--- config.mk ---
export PLATFORM = sky130hd
export DESIGN_NAME = fp16_to_int32
export DESIGN_NICKNAME = d
export VERILOG_FILES = /design/src/rtl/fp16_to_int32.sv
export SDC_FILE = /design/constraint.sdc
export NUM_CORES = 1
export LEC_CHECK = 0
export CAP_MARGIN = 5
export CORE_ASPECT_RATIO = 1.2
export CORE_MARGIN = 2
export CORE_UTILIZATION = 55
export CTS_CLUSTER_DIAMETER = 120
export DETAILED_ROUTE_END_ITERATION = 8
export PLACE_DENSITY = 0.84
export SETUP_SLACK_MARGIN = 0.3
export SLEW_MARGIN = 20
export SYNTH_ARGS = -nofsm -noshare
export SYNTH_HDL_FRONTEND = slang
export SYNTH_SLANG_ARGS = --single-unit
--- constraint.sdc ---
create_clock -name clk -period 4.9 [get_ports clk]
set_input_delay 0.98 -clock clk [delete_from_list [all_inputs] [get_ports clk]]
set_output_delay 0.98 -clock clk [all_outputs]
set_load 0.02 [all_outputs]
--- src/rtl/fp16_to_int32.sv ---
// fp16_to_int32: two-stage handshaked decoder of unsigned modified FP16 {exp,man} words into INT32.
// Define FP16_DEC_ROUND_EN to also set the midpoint of the truncated low bits on shifted words.
module fp16_to_int32 #(
    parameter int CNT_W = 16
) (
    input  logic             clk,
    input  logic             rst_n,
    input  logic             in_valid,
    output logic             in_ready,
    input  logic [15:0]      in_data,
    output logic             out_valid,
    input  logic             out_ready,
    output logic [31:0]      out_data,
    output logic             out_err,
    output logic [CNT_W-1:0] err_cnt
);
    logic        s1_valid;
    logic [4:0]  s1_exp;
    logic [10:0] s1_man;
    logic        s2_load;
    logic        in_fire;
    logic        s1_legal;
    logic [31:0] shifted;
    logic [31:0] rnd;
    logic [31:0] dec_data;

    assign s2_load  = !out_valid || out_ready;
    assign in_ready = !s1_valid || s2_load;
    assign in_fire  = in_valid && in_ready;
    assign s1_legal = s1_exp >= 5'd10;
    // Shift amount wraps for illegal exponents; the result is masked below.
    assign shifted  = {21'd0, s1_man} << (s1_exp - 5'd10);
`ifdef FP16_DEC_ROUND_EN
    assign rnd      = s1_exp >= 5'd11 ? 32'd1 << (s1_exp - 5'd11) : 32'd0;
`else
    assign rnd      = 32'd0;
`endif
    assign dec_data = s1_legal ? shifted | rnd : 32'd0;

    always_ff @(posedge clk or negedge rst_n) begin
        if (!rst_n) begin
            s1_valid  <= 1'b0;
            s1_exp    <= 5'd0;
            s1_man    <= 11'd0;
            out_valid <= 1'b0;
            out_data  <= 32'd0;
            out_err   <= 1'b0;
            err_cnt   <= '0;
        end else begin
            if (in_ready) s1_valid <= in_valid;
            if (in_fire) begin
                s1_exp <= in_data[15:11];
                s1_man <= in_data[10:0];
            end
            if (s2_load) begin
                out_valid <= s1_valid;
                if (s1_valid) begin
                    out_data <= dec_data;
                    out_err  <= !s1_legal;
                end
            end
            if (in_fire && in_data[15:11] < 5'd10 && err_cnt != '1) err_cnt <= err_cnt + CNT_W'(1);
        end
    end
endmodule

Word level (Yosys, flattened, before mapping)
Cells that the tools add are included.
- add/subtract/negate cells: 2
- $lt $le $gt $ge: 2
- equality and inequality tests: 1
- shift operators: 1
- mux-type cells: 1
- reductions and logical operators: 9
- operators by type and width (kind ; count):
    two-way mux 32 bit ; 1
    left shift 11 x 5 -> 32 bit ; 1
    adder 16 x 1 -> 16 bit (second input constant) ; 1
    inequality test 16 bit (second input constant) ; 1
    >= comparator 5 x 4 -> 1 bit (second input constant) ; 1
    < comparator 5 x 4 -> 1 bit (second input constant) ; 1
    subtractor 5 x 4 -> 5 bit (second input constant) ; 1
    logical AND 1 bit ; 3
    logical NOT 1 bit ; 3
    logical OR 1 bit ; 2
    AND reduction 2 bit ; 1
- bits in registers: 67
- input port bits: 20
- output and inout bits: 51
- word-level logic and storage cells: 23

Logic depth before layout (Yosys ltp)
Gate-level depths: netlist of the first run.
- depth after elaboration: 6
- depth in mapped cells: 10

Least setup slack after synthesis of the first run
OpenSTA, ideal clock, no wires.
- path kind: input port to flip-flop
- start: in out_ready
- end: reg s1_exp[0]
- arrival time: 2.300 ns
- required time: 4.775 ns
- path slack: 2.476 ns
- cell stages on the path: 4
- path buffers: 1
- cells stage by stage: nand3b_1 > nand2_1 > clkbuf_1 > mux2_2
- cells in the longest elaborated chain, start to end: 3
- ends and longest elaborated chain (element ; line ; source):
    start, declared ; 12 ; input logic out_ready,
    logical OR 1 bit ; 27 ; assign s2_load = !out_valid || out_ready;
    logical OR 1 bit ; 28 ; assign in_ready = !s1_valid || s2_load;
    logical AND 1 bit ; 29 ; assign in_fire = in_valid && in_ready;
    end signal, assigned ; 52 ; s1_exp <= in_data[15:11];
    end, declared ; 18 ; logic [4:0] s1_exp;
Every way passes these cells.
A chain may end at the register's enable or synchronous reset.

Worst setup path in the final report of the first run
- start: in out_ready
- end: out in_ready
- cells in the longest elaborated chain, start to end: 2
- ends and longest elaborated chain (element ; line ; source):
    logical OR 1 bit ; 27 ;
    logical OR 1 bit ; 28 ;
    end, declared ; 9 ; output logic in_ready,
Every way passes these cells.

==> results of run 1 <==
-- cells by family after synthesis --
family / count (synthesis) / synth area share (%)
compound gates: 69 / 13.4
xor+xnor: 16 / 4.34
fa+ha+maj: 2 / 0.700
buf+inv: 25 / 3.22
flops: 67 / 46.9
mux: 48 / 15.2
simple gates: 117 / 16.3
-- cells in the final DEF, fill, tap and decap left out, types with 3 or more instances in the layout --
master,count
dfrtp_1,67
and2_1,3
xnor2_1,9
clkinv_2,3
nand2_1,42
mux2_1,6
clkbuf_8,9
clkdlybuf4s50_1,69
a21oi_1,7
o21ai_0,3
mux2_2,19
or3_1,3
nand3_1,10
xor2_1,5
a32o_1,3
mux2i_1,20
inv_1,4
nand4_1,5
buf_4,3
nand2b_1,6
o31ai_1,6
nor3_1,10
o211ai_1,3
nor2_1,22
a22o_1,7
o21ai_1,20
-- report_power, final --
| group | internal [mW] | switching, mW | leakage [nW] | total, mW |
|---|---|---|---|---|
| sequential | 0.666 | 0.116 | 0.858 | 0.782 |
| clock | 0.285 | 0.215 | 0.113 | 0.500 |
| combinational | 0.373 | 0.446 | 0.921 | 0.819 |
-- worst paths after layout --
path	startpoint	to	slack (ns)	cells after the start
max	out_ready	in_ready	1.69	3
min	out_err	out_err	0.48	2
max reg2reg	s1_exp[1]	out_data[20]	1.71	7
min reg2reg	out_err	out_err	0.48	2
max in group asynchronous	rst_n	err_cnt[7]	3.57	2
min in group asynchronous	rst_n	out_data[13]	0.62	1
-- area by class of cell --
class / instances / area, um^2
Clock buffer: 9 / 124
Tap cell: 85 / 106
Timing Repair Buffer: 72 / 713
Multi-Input combinational cell: 252 / 1780
Inverter: 6 / 22.5
Clock inverter: 7 / 92.6
Sequential cell: 67 / 1680
Fill cell: 462 / 1850
-- stage by stage --
stage          total power, mW  hold WS (ns)  worst slack [ns]
2_1_floorplan             1.28         0.471              2.48
3_3_place_gp              1.58         0.462              1.69
3_5_place_dp              1.60         0.465              1.69
4_1_cts                   2.10         0.483              1.68
5_1_grt                   2.21         0.498              1.51
6_report                  2.10         0.478              1.69
-- flip-flops by register name, indices dropped and copies added (netlist names) --
name       count
err_cnt       16
out_data      32
out_err        1
out_valid      1
s1_exp         5
s1_man        11
s1_valid       1
-- per-layer routing --
layer | routed length, um | vias up
li1 | - | 1377
met1 | 3410 | 1393
met2 | 3940 | 139
met3 | 473 | 28
met4 | 330 | 0
met5 | 0 | -
-- tightest hold or removal path, delay by kind of cell, from the launching register on --
family	cells	cell delay [ns]
simple gates	2	0.10
flops	1	0.35
==> flow_summary.ini, run 1 <==
[yosys]
synth_area_leaders = dfrtp_1, mux2_2, mux2i_1
yosys-top-cells-count = dfrtp_1, nand2_1, nor2_1, mux2i_1, o21ai_1
yosysWarnings = 0
ys_ff_latch = 67
synth-async-reset-ratio_pct = 100
syn_area_um2 = 3580
synth_flop_cell = dfrtp_1
synth_edf_count = 0
ys_seq_area_share_pct = 46.9
synth.distinct_cells = 58
yosysMostFrequentCell = dfrtp_1
synth_nets = 366
synth.top_cell.area_share_pct = 46.9
synth_top_area_cell = dfrtp_1
synthCells = 344
synth_area_per_cell_um2 = 10.4

[drt]
vias = 2937
first_pass_iters = 5
post_drt_wl_per_cell_um = 16.4
via_per_inst = 5.90
drtIter0Drc = 280
drc = 0
drt_wl_total_mm = 8.15
ant_nets = 0

[die]
rows = 32
die_w_um = 77.6
fp.coreArea_um2 = 6370
dieArea_um2 = 7170
io_pins = 71
start_util_pct = 56.2
die_h_um = 92.3

[finish]
n_antenna_cell = 0
drive_gt1_share_pct = 12.1
postLayoutCoreUtil_pct = 71.0
fin_area_um2 = 4520
layout.cells.non_filler = 498
synthToLayoutAreaGrowth_pct = 26.4
nets = 430

[setup_path]
cp.buffers_inverters = 2
cpMaxStageDelayCell = clkdlybuf4s50_1
worstPathCellList = clkdlybuf4s50_1, nand3b_1, clkdlybuf4s50_1
slowest_delay_ns = 0.63
path_delay_family = buffers and inverters
critPathMaxFanout = 4
cpMostUsedCell = clkdlybuf4s50_1
cp-start-kind = input pin
required_ns = 3.92
crit_arrival_ns = 2.23
critPathKind = input pin to output pin
critPathCaptureType = output pin

[clock_tree]
htreeDepth = 3
worstSkewPairLatency_ns = 0.35
max-clock-path-buffers = 2
cts_tree = built
clockRootBuffer = clkbuf_8
post_cts_resize_count = 0
cts_hold_buf = 0
cts_buffers = 9
post-cts-setup-buffers = 0
cts.sinks = 67
clkTransAtPathRegs_ns = 0.07

[grt]
grt_pass1_vias = 2835
grt_util_met2_pct = 38.6
gr-total-overflow = 0
grt_max_degree = 47
grt.busiest_layer = met2
gr-usage-met3_pct = 3.90
grt_use_met1_pct = 31.3
grtUsageTotal_pct = 24.6
antenna_found_initial = 0
grt_pass1_wl_mm = 13.8

[run]
cap_viol_max_count = 0

[place]
gp_routability_congestion = 0.900
hpwlAfterDp_mm = 5.89
io_buffer_count = 70
dpl-instance-area_um2 = 4300
dp.cells = 482

[power_and_ir_drop]
powerDensity_nw_per_um2 = 465
worst_ir_drop_vdd_uv = 253
p_leak_nw = 1.89

[timing]
finalHoldViolations = 0
rsz0062_at_grt = false
clock.fmax_mhz = 311
relSlewSlack_pct = 44.5
timing.final.crit_share_pct = 65.5
fin_worst_skew_ns = 0.0127
worst_slew_pin_slew_ns = 0.833
drv_slew = 0
fin_tns_setup_ns = 0
finalSetupViolations = 0
min_period_ns = 3.21

[min_path]
hp-class = flop to flop

[outcome]
status = complete, no violations
Power figures use the tool's default switching activity.
==> inputs of run 2 (changes only) <==
Settings changed: CORE_UTILIZATION 55 to 47, PLACE_DENSITY 0.84 to 0.77.
Clock period 4.9 ns to 2.85 ns, I/O delays scaled along.
==> flow_summary.ini, run 2 (same netlist as run 1, synthesis figures left out) <==
[place]
gp_routability_congestion = 0.968
hpwlAfterDp_mm = 6.22
io_buffer_count = 70
post-place-ws_ns = 0.436

[clock_tree]
clkTransAtPathRegs_ns = 0.08
max-clock-path-buffers = 2
cts_buffers = 9
cts_tree = built
cts.sinks = 67
htreeDepth = 3
cts_hold_buf = 0
post-cts-setup-buffers = 0
worstSkewPairLatency_ns = 0.35
post_cts_resize_count = 0
clockRootBuffer = clkbuf_8

[outcome]
status = complete, no violations

[die]
die_w_um = 83.6
rows = 34
fp.coreArea_um2 = 7320
io_pins = 71
dieArea_um2 = 8320
die_h_um = 99.6
start_util_pct = 48.9

[run]
cap_viol_max_count = 0

[drt]
post_drt_wl_per_cell_um = 16.4
first_pass_iters = 5
drtIter0Drc = 191
drc = 0
drt_wl_total_mm = 8.38
via_per_inst = 5.80
vias = 2963
ant_nets = 0

[timing]
fin_worst_skew_ns = 0.0134
fin_hold_ws_ns = 0.388
fin_ws_ns = 0.447
rsz0062_at_grt = false
finalSetupViolations = 0
clock.fmax_mhz = 416
finalHoldViolations = 0
min_period_ns = 2.40
worst_slew_pin_slew_ns = 0.824
relSlewSlack_pct = 45.1
timing.final.crit_share_pct = 84.3
drv_slew = 0
fin_tns_setup_ns = 0

[grt]
grt_pass1_wl_mm = 14.4
grt_max_degree = 68
gr-total-overflow = 0
grt_pass1_vias = 2789
grtUsageTotal_pct = 21.7
antenna_found_initial = 0

[setup_path]
critPathKind = input pin to output pin
reg2reg_to = out_data[31]
critPathLaunch = out_ready
crit-reg2reg-launch = s1_exp[1]
reg2reg_depth = 7
crit_arrival_ns = 1.83
cp-start-kind = input pin
critPathMaxFanout = 4
crit_end = in_ready
required_ns = 2.28
worst-r2r-setup-slack_ns = 0.50
critPathCaptureType = output pin

[finish]
reg_top3 = out_data: 32 flops, err_cnt: 16 flops, s1_man: 11 flops
final_common_cell = clkdlybuf4s50_1
synthToLayoutAreaGrowth_pct = 27.8
largest_reg_flops = 32
nets = 438
n_antenna_cell = 0
most-common-layout-cells = clkdlybuf4s50_1, dfrtp_1, nand2_1, nor2_1
postLayoutCoreUtil_pct = 62.5
top_register = out_data
drive_gt1_share_pct = 13.5
fillCellCount = 598
ff_latch_area_um2 = 1680
multi_input_area_um2 = 1780

[power_and_ir_drop]
p_leak_nw = 1.92
worst_ir_drop_vdd_uv = 408
finalPower_mw = 3.60
powerDensity_nw_per_um2 = 788

[min_path]
hp-class = input pin to async pin
[run 2: changes by cell type in the layout (fill, tap and decap cells not counted), sizes merged]
cell    change
buf         +8
clkbuf      +3
clkinv      -2
bufinv      -1
[run 2: worst min-delay path by stage]
stage,startpoint,to,slack [ns],cells past startpoint
global placement,out_data[4],out_data[4],0.46,2
global route,rst_n,out_data[8],0.49,2
floorplan,rst_n,err_cnt[0],0.27,0
finish,rst_n,out_data[8],0.39,2
CTS,rst_n,out_data[13],0.43,2
detailed placement,out_err,out_err,0.47,2
[run 2: through the flow]
step,cells,area [um^2]
finish,511,4570
global route,511,4570
CTS,511,4570
detailed placement,495,4370
global placement,495,4370
floorplan,344,3580
[run 2: where the power goes]
group | internal, mW | leakage (nW) | switching, mW | total (mW)
logic | 0.666 | 0.958 | 0.788 | 1.45
clock network | 0.451 | 0.106 | 0.362 | 0.813
registers | 1.15 | 0.858 | 0.187 | 1.33
total | 2.26 | 1.92 | 1.34 | 3.60
[run 2: area by class of cell]
cell class | count | share of cell area (%)
multi-input cells | 252 | 39.0
flip-flops and latches | 67 | 36.7
repair buffers | 80 | 16.9
clock buffers | 12 | 3.39
well taps | 90 | 2.46
clock inverters | 4 | 1.07
inverters | 6 | 0.493
[run 2: routing by layer]
| metal | vias to the layer above | wire length, um | track usage, % |
|---|---|---|---|
| li1 | 1401 | - | - |
| met1 | 1440 | 3710 | 29.8 |
| met2 | 108 | 4060 | 34.0 |
| met3 | 14 | 429 | 3.57 |
| met4 | 0 | 183 | 10.2 |
| met5 | - | 0 | 0 |
[run 2: worst max-delay path: stages]
cell and delay [ns]:
clkdlybuf4s50_1 0.45, nand3b_1 0.18, clkdlybuf4s50_1 0.63
